[src/rtl/lcd_window_writer_pkg.sv]
// ============================================================================
// lcd_window_writer_pkg : ST7789V3 opcodes, RS encoding, panel defaults and
//                         window-writer state encodings.
// Revision: 1.0
// ============================================================================
`default_nettype none

package lcd_window_writer_pkg;

  localparam logic [7:0] CMD_CASET = 8'h2A;
  localparam logic [7:0] CMD_RASET = 8'h2B;
  localparam logic [7:0] CMD_RAMWR = 8'h2C;

  localparam int   RS_BIT  = 8;
  localparam logic RS_CMD  = 1'b0;
  localparam logic RS_DATA = 1'b1;

  localparam int LCD_W_DEF = 240;
  localparam int LCD_H_DEF = 320;

  typedef enum logic [2:0] {
    ST_IDLE   = 3'd0,
    ST_CASET  = 3'd1,
    ST_RASET  = 3'd2,
    ST_RAMWR  = 3'd3,
    ST_PIX_HI = 3'd4,
    ST_PIX_LO = 3'd5,
    ST_DONE   = 3'd6
  } wr_state_e;

  function automatic logic [RS_BIT:0] mk_word(input logic rs, input logic [7:0] b);
    return {rs, b};
  endfunction

  // Parameter index 1..4 -> start hi, start lo, end hi, end lo.
  function automatic logic [7:0] param_byte(input logic [2:0] idx,
                                            input logic [15:0] a,
                                            input logic [15:0] b);
    case (idx)
      3'd1:    return a[15:8];
      3'd2:    return a[7:0];
      3'd3:    return b[15:8];
      default: return b[7:0];
    endcase
  endfunction

endpackage

`default_nettype wire

[src/rtl/lcd_window_writer.sv]
// ============================================================================
// lcd_window_writer : emits CASET/RASET/RAMWR and an RGB565 byte stream for
//                     one rectangular window into the LCD word FIFO.
// Revision: 1.0
// ============================================================================
`default_nettype none

module lcd_window_writer
  import lcd_window_writer_pkg::*;
#(
  parameter int WORD_WIDTH  = 9,
  parameter int COORD_WIDTH = 9,
  parameter int LCD_W       = LCD_W_DEF,
  parameter int LCD_H       = LCD_H_DEF
) (
  input  logic                   clk,
  input  logic                   rst,
  input  logic                   start,
  input  logic [COORD_WIDTH-1:0] x0,
  input  logic [COORD_WIDTH-1:0] x1,
  input  logic [COORD_WIDTH-1:0] y0,
  input  logic [COORD_WIDTH-1:0] y1,
  output logic                   busy,
  output logic                   done,
  output logic                   err,
  input  logic                   pix_valid,
  output logic                   pix_ready,
  input  logic [15:0]            pix_data,
  output logic                   out_valid,
  input  logic                   out_ready,
  output logic [WORD_WIDTH-1:0]  out_data
);

  localparam int CNT_W = 2 * COORD_WIDTH;
  localparam logic [COORD_WIDTH-1:0] X_LIM = COORD_WIDTH'(LCD_W);
  localparam logic [COORD_WIDTH-1:0] Y_LIM = COORD_WIDTH'(LCD_H);

  wr_state_e             state_q, state_d;
  logic [2:0]            idx_q, idx_d;
  logic [COORD_WIDTH-1:0] x0_q, x0_d, x1_q, x1_d, y0_q, y0_d, y1_q, y1_d;
  logic [CNT_W-1:0]      cnt_q, cnt_d;
  logic [7:0]            lo_q, lo_d;
  logic                  out_valid_q, out_valid_d;
  logic [WORD_WIDTH-1:0] out_data_q, out_data_d;
  logic                  busy_q, busy_d;
  logic                  err_q, err_d;

  logic                  slot_free;
  logic                  bad_window;
  logic [CNT_W-1:0]      span_x, span_y;
  logic [15:0]           par_a, par_b;

  assign slot_free  = !out_valid_q || out_ready;
  assign bad_window = (x1 < x0) || (y1 < y0) || (x1 >= X_LIM) || (y1 >= Y_LIM);
  assign span_x     = CNT_W'(x1) - CNT_W'(x0) + CNT_W'(1);
  assign span_y     = CNT_W'(y1) - CNT_W'(y0) + CNT_W'(1);
  assign par_a      = (state_q == ST_CASET) ? 16'(x0_q) : 16'(y0_q);
  assign par_b      = (state_q == ST_CASET) ? 16'(x1_q) : 16'(y1_q);

  always_comb begin
    state_d     = state_q;
    idx_d       = idx_q;
    x0_d        = x0_q;
    x1_d        = x1_q;
    y0_d        = y0_q;
    y1_d        = y1_q;
    cnt_d       = cnt_q;
    lo_d        = lo_q;
    out_data_d  = out_data_q;
    out_valid_d = out_valid_q && !out_ready;
    err_d       = 1'b0;

    case (state_q)
      ST_IDLE: begin
        if (start) begin
          if (bad_window) begin
            err_d = 1'b1;
          end else begin
            x0_d    = x0;
            x1_d    = x1;
            y0_d    = y0;
            y1_d    = y1;
            cnt_d   = span_x * span_y;
            idx_d   = 3'd0;
            state_d = ST_CASET;
          end
        end
      end
      ST_CASET, ST_RASET: begin
        if (slot_free) begin
          out_valid_d = 1'b1;
          if (idx_q == 3'd0) begin
            out_data_d = WORD_WIDTH'(mk_word(RS_CMD,
                           (state_q == ST_CASET) ? CMD_CASET : CMD_RASET));
          end else begin
            out_data_d = WORD_WIDTH'(mk_word(RS_DATA, param_byte(idx_q, par_a, par_b)));
          end
          if (idx_q == 3'd4) begin
            idx_d   = 3'd0;
            state_d = (state_q == ST_CASET) ? ST_RASET : ST_RAMWR;
          end else begin
            idx_d = idx_q + 3'd1;
          end
        end
      end
      ST_RAMWR: begin
        if (slot_free) begin
          out_valid_d = 1'b1;
          out_data_d  = WORD_WIDTH'(mk_word(RS_CMD, CMD_RAMWR));
          state_d     = ST_PIX_HI;
        end
      end
      ST_PIX_HI: begin
        if (pix_valid && slot_free) begin
          out_valid_d = 1'b1;
          out_data_d  = WORD_WIDTH'(mk_word(RS_DATA, pix_data[15:8]));
          lo_d        = pix_data[7:0];
          state_d     = ST_PIX_LO;
        end
      end
      ST_PIX_LO: begin
        if (slot_free) begin
          out_valid_d = 1'b1;
          out_data_d  = WORD_WIDTH'(mk_word(RS_DATA, lo_q));
          cnt_d       = cnt_q - CNT_W'(1);
          state_d     = (cnt_q == CNT_W'(1)) ? ST_DONE : ST_PIX_HI;
        end
      end
      ST_DONE: begin
        if (out_valid_q && out_ready) begin
          state_d = ST_IDLE;
        end
      end
      default: state_d = ST_IDLE;
    endcase

    busy_d = (state_d != ST_IDLE);
  end

  always_ff @(posedge clk) begin
    if (!rst) begin
      state_q     <= ST_IDLE;
      idx_q       <= '0;
      x0_q        <= '0;
      x1_q        <= '0;
      y0_q        <= '0;
      y1_q        <= '0;
      cnt_q       <= '0;
      lo_q        <= '0;
      out_valid_q <= 1'b0;
      out_data_q  <= '0;
      busy_q      <= 1'b0;
      err_q       <= 1'b0;
    end else begin
      state_q     <= state_d;
      idx_q       <= idx_d;
      x0_q        <= x0_d;
      x1_q        <= x1_d;
      y0_q        <= y0_d;
      y1_q        <= y1_d;
      cnt_q       <= cnt_d;
      lo_q        <= lo_d;
      out_valid_q <= out_valid_d;
      out_data_q  <= out_data_d;
      busy_q      <= busy_d;
      err_q       <= err_d;
    end
  end

  // done marks the final handshake itself, so it is qualified in that cycle.
  assign done      = rst && (state_q == ST_DONE) && out_valid_q && out_ready;
  assign pix_ready = (state_q == ST_PIX_HI) && slot_free;
  assign busy      = busy_q;
  assign err       = err_q;
  assign out_valid = out_valid_q;
  assign out_data  = out_data_q;

endmodule

`default_nettype wire

[config.mk]
export PLATFORM = sky130hd
export DESIGN_NAME = lcd_window_writer
export DESIGN_NICKNAME = d
export VERILOG_FILES = /design/src/rtl/lcd_window_writer_pkg.sv /design/src/rtl/lcd_window_writer.sv
export SDC_FILE = /design/constraint.sdc
export NUM_CORES = 1
export LEC_CHECK = 0
export ABC_CLOCK_PERIOD_IN_PS = 17250
export BUFFER_PORTS_ARGS = -buffer_cell sky130_fd_sc_hd__buf_2
export CAP_MARGIN = 5
export CORE_ASPECT_RATIO = 0.5
export CORE_MARGIN = 2
export CORE_UTILIZATION = 40
export CTS_BUF_LIST = sky130_fd_sc_hd__clkbuf_8
export CTS_CLUSTER_SIZE = 25
export DETAILED_ROUTE_END_ITERATION = 16
export PLACE_DENSITY = 0.67
export SLEW_MARGIN = 30
export SYNTH_ARGS = -nofsm -noshare
export SYNTH_HDL_FRONTEND = slang
export SYNTH_SLANG_ARGS = --single-unit
[constraint.sdc]
create_clock -name clk -period 17.25 [get_ports clk]
set_input_delay 1.725 -clock clk [delete_from_list [all_inputs] [get_ports clk]]
set_output_delay 1.725 -clock clk [all_outputs]
set_load 0.005 [all_outputs]
; After elaboration in Yosys (flattened, before gate mapping)
; Cells that the tools add are included.
[op_classes]
n_eq_ne = 17
n_shift = 0
n_mux = 34
n_reduce_logical = 27
n_bitwise = 1
div = 0
addsub = 6
n_lt_le_gt_ge = 4
mul = 1
[op_table]
columns = op, n
row1 = $mux W9, 7
row2 = $mux W18, 3
row3 = $mux W3, 12
row4 = $pmux W18 S2, 1
row5 = $pmux W9 S4, 1
row6 = $pmux W8 S3, 1
row7 = $add A10 B2 Y11 const B, 2
row8 = $sub A9 B9 Y10, 2
row9 = $eq A18 B1 Y1 const B, 1
row10 = $lt A9 B9 Y1, 2
row11 = $mul A11 B11 Y18, 1
row12 = $pmux W3 S6, 1
row13 = $sub A18 B1 Y18 const B, 1
row14 = $eq A3 B2 Y1 const B, 4
row15 = $eq A3 B3 Y1 const B, 4
row16 = $ne A2 B2 Y1 const B, 6
row17 = $ge A9 B8 Y1 const B, 1
row18 = $ge A9 B9 Y1 const B, 1
row19 = $reduce_and A4 Y1, 2
row20 = $logic_and A1 B1 Y1, 7
row21 = $eq A3 B1 Y1 const B, 2
row22 = $logic_not A3 Y1, 2
row23 = $pmux W3 S2, 1
row24 = $reduce_and A3 Y1, 2
row25 = 14 further kinds, 23
[word_totals]
memories = 0
ram_bits = 0
register_bits = 80
word_cells = 102
latchBits = 0
rom_bits = 0

; Logic depth before layout (Yosys ltp)
; Gate-level depths: netlist (run 1).
[depth]
depth_word = 8
depth_mapped = 34

; Worst setup path after synthesis (run 1)
; OpenSTA, ideal clock, no wires.
[synth_timing]
path_type = input port to flip-flop
startpoint = input port x1[0]
endpoint = register cnt_q[17]
path_buffers = 1
required_time_ns = 17.128
arrival_time_ns = 8.902
setup_slack_ns = 8.227
cell_stages = 32
path_cell_list = inv_1 ha_1 inv_1 fa_1 a211oi_1 nor2_1 xnor2_1 a2111o_1 or4_2 and3b_1 or2_2 clkbuf_1 nand2_1 fa_1 inv_1 fa_1 fa_1 fa_1 inv_1 fa_1 inv_1 ha_1 and3_1 a21oi_1 o31ai_1 nor4_1 nor3_1 a21o_1 a21oi_1 xnor2_1 o221ai_1 o311a_1
[synth_between]
elab_chain_cells = 6
word_cells_on_any_way = 13
classes_between = add/sub: 2 / mul: 1 / order compare: 2 / eq/ne: 1 / mux: 3 / reduce/logical: 4
[synth_lines]
columns = item, line
row1 = "start, declared", lcd_window_writer.sv:20  ; input logic [COORD_WIDTH-1:0] x1,
row2 = $sub A9 B9 Y10 or $lt A9 B9 Y1 (tied branches), "lcd_window_writer.sv:55, lcd_window_writer.sv:54"
row3 = $add A10 B2 Y11 or $logic_or A1 B1 Y1 (tied branches), "lcd_window_writer.sv:55, lcd_window_writer.sv:54"
row4 = $mul A11 B11 Y18 or $logic_or A1 B1 Y1 (tied branches), "lcd_window_writer.sv:83, lcd_window_writer.sv:54"
row5 = $mux W18 or $logic_or A1 B1 Y1 (tied branches), "lcd_window_writer.sv:76, lcd_window_writer.sv:54"
row6 = $mux W18 or $ne A2 B2 Y1 (tied branches), --
row7 = $pmux W18 S2 or $reduce_and A4 Y1 (tied branches), --
row8 = "end signal, assigned", lcd_window_writer.sv:161  ; cnt_q <= cnt_d;
row9 = "end, declared", lcd_window_writer.sv:41  ; logic [CNT_W-1:0] cnt_q, cnt_d;
; Parallel ways exist; a longest one is shown, timed or not. The select of a mux whose other input is x is not followed.
; A chain may end at the register's enable or synchronous reset.

; Worst setup path after layout (run 1)
; Ends and elaborated chain as after synthesis.

==> impl_metrics.json, run 1 <==
{
  "avgRoutedWirePerCell_um": 15.3,
  "path_clk_slew_ns": 0.08,
  "busiest_layer": "met2",
  "first_global_vias": 7653,
  "synth_cell_types": 71,
  "htreeDepth": 3,
  "design.core.area_um2": 22000,
  "worstSetupStartpointType": "input pin",
  "drcViolationCount": 0,
  "ys_seq_area_frac": 0.176,
  "cts_buffer_depth": 2,
  "finalMaxSlewViolations": 0,
  "met2_usage": 0.316,
  "root_buffer": "clkbuf_8",
  "cts_hold_buf": 0,
  "die_y_um": 111,
  "grt_use_met1": 0.275,
  "die-area_um2": 24100,
  "first_pass_iters": 5,
  "synthCells": 1158,
  "rows": 38,
  "fmax_ghz": 0.108,
  "worstPathRequired_ns": 17.51,
  "timing.rr.start": "state_q[2]$_SDFF_PN0_",
  "final_common_cell": "inv_1",
  "path_common_cell": "fa_1",
  "globalplace.congestion": 0.932,
  "post_route_cells_drive_above_1_share": 0.0997,
  "viasPerCell": 5.31,
  "pin_count": 71,
  "io_buffer_count": 70,
  "worst_path_max_delay_cell": "or4_2",
  "async_flop_share": 0,
  "vias": 7986,
  "grt-ovfl-total": 0,
  "ys.flop_type": "dfxtp_1",
  "synth_enable_flop_cells": 0,
  "postSynthAreaPerCell_um2": 7.86,
  "finalHoldViolations": 0,
  "final_cell_mix": "inv_1, nand2_1, nor2_1",
  "hpwl_um": 18600,
  "insertion_delay_ns": 0.37,
  "num-fill-cells": 2188,
  "grt_start_max_net_pins": 75,
  "worstSetupEndpointType": "register",
  "routed_wirelength_um": 23000,
  "min_from": "x0_q[6]$_SDFFE_PN0P_",
  "cp.arrival_ns": 9.55,
  "antenna-diode-count": 0,
  "cts.sinks": 80,
  "status": "finished, final reports clean",
  "fin_worst_skew_ns": 0.0155,
  "synth_area_um2": 9110,
  "initial_core_util": 0.414,
  "cts_setup_buffers": 0,
  "rsz0062_at_grt": "no",
  "setup_tns_ns": 0,
  "grt_usage": 0.194,
  "syn2layout_area_growth_pct": 8.96,
  "cp_max_fo": 8,
  "antenna_found_initial": 0,
  "drt_iter0_markers": 492,
  "grt_first_pass_wirelength_um": 38200,
  "path_class": "in2reg",
  "yosysWarnings": 0,
  "numCtsBuffers": 9,
  "post_cts_resized": 0,
  "finalCritPeriodShare": 0.538,
  "slew_headroom": 0.369,
  "ys_seq_elements": 80,
  "grt_use_met3": 0.0269,
  "period_minus_slack_ns": 9.29,
  "tightest_slew_ns": 0.944,
  "slowest_delay_ns": 0.72,
  "fin_util": 0.451,
  "die_w_um": 217,
  "crit_path_start": "x1[0]",
  "cap_violations": 0,
  "syn_nets": 1378,
  "setup_viol": 0,
  "detail-route-antenna-nets": 0,
  "hold_path_class": "reg2reg",
  "nNetsFinal": 1419,
  "cts_tree": "done"
}
==> sequential cells by signal, indices dropped and copies added, names as in the netlist <==
signal / flops
out_data: 9
y0_q: 9
idx_q: 3
x0_q: 9
out_valid: 1
lo_q: 8
busy: 1
y1_q: 9
err: 1
x1_q: 9
state_q: 3
cnt_q: 18
==> synth_stat cells, types with 3 or more instances <==
| master | number | area [um2] |
|---|---|---|
| a211oi_1 | 11 | 82.6 |
| a21o_1 | 10 | 75.1 |
| a21oi_1 | 80 | 400 |
| a221oi_1 | 8 | 70.1 |
| a22oi_1 | 3 | 22.5 |
| a311oi_1 | 3 | 26.3 |
| a31oi_1 | 5 | 31.3 |
| and2_1 | 41 | 257 |
| and3_1 | 7 | 43.8 |
| buf_1 | 4 | 15.0 |
| clkbuf_1 | 36 | 135 |
| dfxtp_1 | 80 | 1600 |
| fa_1 | 94 | 1880 |
| ha_1 | 69 | 863 |
| inv_1 | 173 | 649 |
| mux2i_1 | 29 | 290 |
| nand2_1 | 156 | 586 |
| nand2b_1 | 7 | 43.8 |
| nand3_1 | 9 | 45.0 |
| nand4_1 | 3 | 18.8 |
| nor2_1 | 110 | 413 |
| nor2b_1 | 15 | 93.8 |
| nor3_1 | 31 | 155 |
| nor3b_1 | 5 | 37.5 |
| nor4_1 | 9 | 56.3 |
| o21a_1 | 6 | 45.0 |
| o21ai_0 | 37 | 185 |
| o21bai_1 | 3 | 22.5 |
| o22ai_1 | 11 | 68.8 |
| or2_2 | 5 | 31.3 |
| or3_1 | 3 | 18.8 |
| xnor2_1 | 36 | 315 |
| xor2_1 | 12 | 105 |
==> cell type report <==
cell class	instances	area, um2	share of cell area
Sequential cell	80	1600	0.161
Multi-Input combinational cell	861	6720	0.677
Clock buffer	10	138	0.0139
Tap cell	300	375	0.0378
Inverter	173	649	0.0654
Clock inverter	6	61.3	0.00618
Timing Repair Buffer	74	380	0.0383
==> critical path, delay by kind of cell <==
| kind | cells | cell delay, ns |
|---|---|---|
| xor+xnor | 2 | 0.38 |
| simple gates | 8 | 1.85 |
| buf+inv | 6 | 0.37 |
| fa+ha+maj | 8 | 3.46 |
| compound gates | 8 | 1.73 |
==> per-layer routing <==
layer / routed length (um) / vias up
met1: 10400 / 3862
met2: 10700 / 255
met5: 0 / -
li1: - / 3844
met4: 269 / 0
met3: 1650 / 25
==> cells by family after synthesis <==
family / synth area share
simple gates: 0.211
fa+ha+maj: 0.301
xor+xnor: 0.0486
flops: 0.176
buf+inv: 0.0914
mux: 0.0343
compound gates: 0.137
==> worst paths after layout <==
| check | to | slack (ns) | cells after the start |
|---|---|---|---|
| hold reg to reg | x0_q[6]$_SDFFE_PN0P_ | 0.46 | 2 |
| setup / recovery | cnt_q[17]$_SDFFE_PN0P_ | 7.96 | 32 |
| setup reg to reg | busy$_SDFF_PN0_ | 14.20 | 7 |
| hold / removal | x0_q[6]$_SDFFE_PN0P_ | 0.46 | 2 |
==> through the flow <==
stage	std cells	setup WS, ns	instance area [um2]	hold WS (ns)
2_1_floorplan	1158	8.23	9110	0.436
3_3_place_gp	1488	7.81	9680	0.443
3_5_place_dp	1488	7.63	9710	0.447
4_1_cts	1504	7.98	9910	0.457
5_1_grt	1504	7.44	9920	0.474
6_report	1504	7.96	9920	0.457
Power of run 1 is left out: the tool's default activity adds up to more than one toggle a clock period on the data nets, which glitch-free logic cannot reach.
==> inputs of run 2 (changes only) <==
--- a/config.mk
+++ b/config.mk
@@ -5,7 +5,8 @@
 export SDC_FILE = /design/constraint.sdc
 export NUM_CORES = 1
 export LEC_CHECK = 0
-export ABC_CLOCK_PERIOD_IN_PS = 17250
+export ABC_AREA = 1
+export ABC_CLOCK_PERIOD_IN_PS = 7950
 export BUFFER_PORTS_ARGS = -buffer_cell sky130_fd_sc_hd__buf_2
 export CAP_MARGIN = 5
 export CORE_ASPECT_RATIO = 0.5
@@ -14,7 +15,7 @@
 export CTS_BUF_LIST = sky130_fd_sc_hd__clkbuf_8
 export CTS_CLUSTER_SIZE = 25
 export DETAILED_ROUTE_END_ITERATION = 16
-export PLACE_DENSITY = 0.67
+export PLACE_DENSITY = 0.69
 export SLEW_MARGIN = 30
 export SYNTH_ARGS = -nofsm -noshare
 export SYNTH_HDL_FRONTEND = slang
==> constraint.sdc (replaced) <==
create_clock -name clk -period 7.95 [get_ports clk]
set_input_delay 0.795 -clock clk [delete_from_list [all_inputs] [get_ports clk]]
set_output_delay 0.795 -clock clk [all_outputs]
set_load 0.005 [all_outputs]
==> impl_metrics.json, run 2 <==
{
  "antenna_found_initial": 0,
  "die_y_um": 112,
  "detail-route-antenna-nets": 0,
  "post_route_cells_drive_above_1_share": 0.0864,
  "postSynthAreaPerCell_um2": 6.88,
  "post_cts_resized": 0,
  "first_pass_iters": 5,
  "async_flop_share": 0,
  "fin_worst_skew_ns": 0.0138,
  "largest_register_ffs": 18,
  "synth_top_family_by_area": "adder cells",
  "worstSetupStartpointType": "input pin",
  "initial_core_util": 0.407,
  "cts_tree": "done",
  "grt_start_max_net_pins": 69,
  "setup_ws_ns": 0.766,
  "timing.rr.start": "idx_q[0]$_SDFFE_PN0P_",
  "path_clk_slew_ns": 0.10,
  "rr_endpoint": "out_data[3]$_SDFFE_PN0P_",
  "synth.largest_area_cell": "fa_1",
  "yosys-top-cells-count": "inv_1, nand2_1, nor2_1, o21ai_0, fa_1",
  "cp_max_fo": 9,
  "ys.flop_type": "dfxtp_1",
  "fmax_ghz": 0.139,
  "tightest_slew_ns": 0.919,
  "die_w_um": 219,
  "cts_setup_buffers": 0,
  "syn2layout_area_growth_pct": 9.49,
  "grt-ovfl-total": 0,
  "antenna-diode-count": 0,
  "grt_usage": 0.208,
  "cts_hold_buf": 0,
  "yosysMostFrequentCell": "inv_1",
  "yosys.area_share.xor_xnor": 0.0204,
  "worst_path_max_delay_cell": "fa_1",
  "regMostFlops": "cnt_q",
  "path_common_cell": "inv_1",
  "first_global_vias": 8137,
  "synth_compound_area_frac": 0.148,
  "synthCells": 1347,
  "syn_nets": 1567,
  "final_common_cell": "inv_1",
  "finalCritPeriodShare": 0.904,
  "synth_area_leaders": "fa_1, dfxtp_1, inv_1",
  "cts_buffer_depth": 2,
  "design.core.area_um2": 22800,
  "cap_violations": 0,
  "final_cell_mix": "inv_1, nand2_1, nor2_1",
  "setup.worst_path.end": "cnt_q[16]$_SDFFE_PN0P_",
  "finalMaxSlewViolations": 0,
  "synth_enable_flop_cells": 0,
  "synth_area_um2": 9270,
  "worstSetupEndpointType": "register",
  "status": "finished, final reports clean",
  "r2r_slack_ns": 5.38,
  "die-area_um2": 24500,
  "synth-simple-area-share": 0.223,
  "hold_path_class": "reg2reg",
  "globalplace.congestion": 0.919,
  "root_buffer": "clkbuf_8",
  "ys_seq_elements": 80,
  "setup_tns_ns": 0,
  "period_minus_slack_ns": 7.18,
  "grt_first_pass_wirelength_um": 40700,
  "rsz0062_at_grt": "no",
  "cp.arrival_ns": 7.48,
  "yosysWarnings": 0,
  "hpwl_um": 19800,
  "finalHoldViolations": 0,
  "numCtsBuffers": 9,
  "synth_top_area_share": 0.203,
  "slew_headroom": 0.382,
  "crit_path_start": "y1[0]",
  "slowest_delay_ns": 0.53,
  "nNetsFinal": 1627,
  "avgRoutedWirePerCell_um": 14.4,
  "pre_cts_slack_ns": 0.318,
  "drt_iter0_markers": 632,
  "setup_viol": 0,
  "htreeDepth": 3,
  "synth_cell_types": 49,
  "pin_count": 71,
  "rows": 39,
  "viasPerCell": 5.02,
  "ys_seq_area_frac": 0.173,
  "path_class": "in2reg",
  "cts.sinks": 80,
  "yosys.area_share.adder": 0.296,
  "io_buffer_count": 70,
  "muxShareOfSynthArea": 0,
  "routed_wirelength_um": 24700,
  "vias": 8626,
  "drcViolationCount": 0,
  "insertion_delay_ns": 0.38,
  "worstPathRequired_ns": 8.25,
  "ff2ff_path_depth": 9
}
run 2: kinds of logic after synthesis:
kind of cell,count (synthesis)
buf+inv,338
flops,80
simple gates,499
fa+ha+maj,163
compound gates,247
xor+xnor,20
run 2: area by class of cell:
class	instances	area (um2)
Fill cell	2394	12600
Inverter	308	1160
Sequential cell	80	1600
Timing Repair Buffer	79	418
Multi-Input combinational cell	929	6370
Clock inverter	7	86.3
Clock buffer	9	124
Tap cell	307	384
run 2: worst max-delay path, delay by kind of cell:
kind / cells / cell delay (ns)
adder cells (fa/ha/maj): 9 / 3.70
AO/OA/AOI/OAI: 8 / 1.23
buffers and inverters: 9 / 0.81
AND/OR/NAND/NOR: 7 / 0.93
run 2: worst min-delay path by stage:
| stage | startpoint | end | slack, ns | cells past startpoint |
|---|---|---|---|---|
| detailed placement | lo_q[2]$_SDFFE_PN0P_ | lo_q[2]$_SDFFE_PN0P_ | 0.45 | 2 |
| global route | lo_q[4]$_SDFFE_PN0P_ | lo_q[4]$_SDFFE_PN0P_ | 0.49 | 2 |
| CTS | lo_q[2]$_SDFFE_PN0P_ | lo_q[2]$_SDFFE_PN0P_ | 0.46 | 2 |
| global placement | lo_q[2]$_SDFFE_PN0P_ | lo_q[2]$_SDFFE_PN0P_ | 0.44 | 2 |
| floorplan | lo_q[2]$_SDFFE_PN0P_ | lo_q[2]$_SDFFE_PN0P_ | 0.42 | 2 |
| finish | lo_q[2]$_SDFFE_PN0P_ | lo_q[2]$_SDFFE_PN0P_ | 0.46 | 2 |
run 2: layer usage:
layer | GRT usage | wire [um] | vias up
met3 | 0.0328 | 1740 | 33
met5 | 0 | 0 | -
met2 | 0.335 | 10800 | 295
li1 | - | - | 4332
met1 | 0.298 | 11700 | 3966
met4 | 0.0405 | 376 | 0
run 2: metrics by stage:
stage	utilization	cells	instance area (um2)	hold slack [ns]
floorplan	-	1347	9270	0.425
global placement	0.436	1703	9930	0.440
detailed placement	0.436	1703	9930	0.446
CTS	0.445	1719	10100	0.460
global route	0.445	1719	10100	0.487
finish	0.445	1719	10100	0.461
Power of run 2 is left out for the same reason.
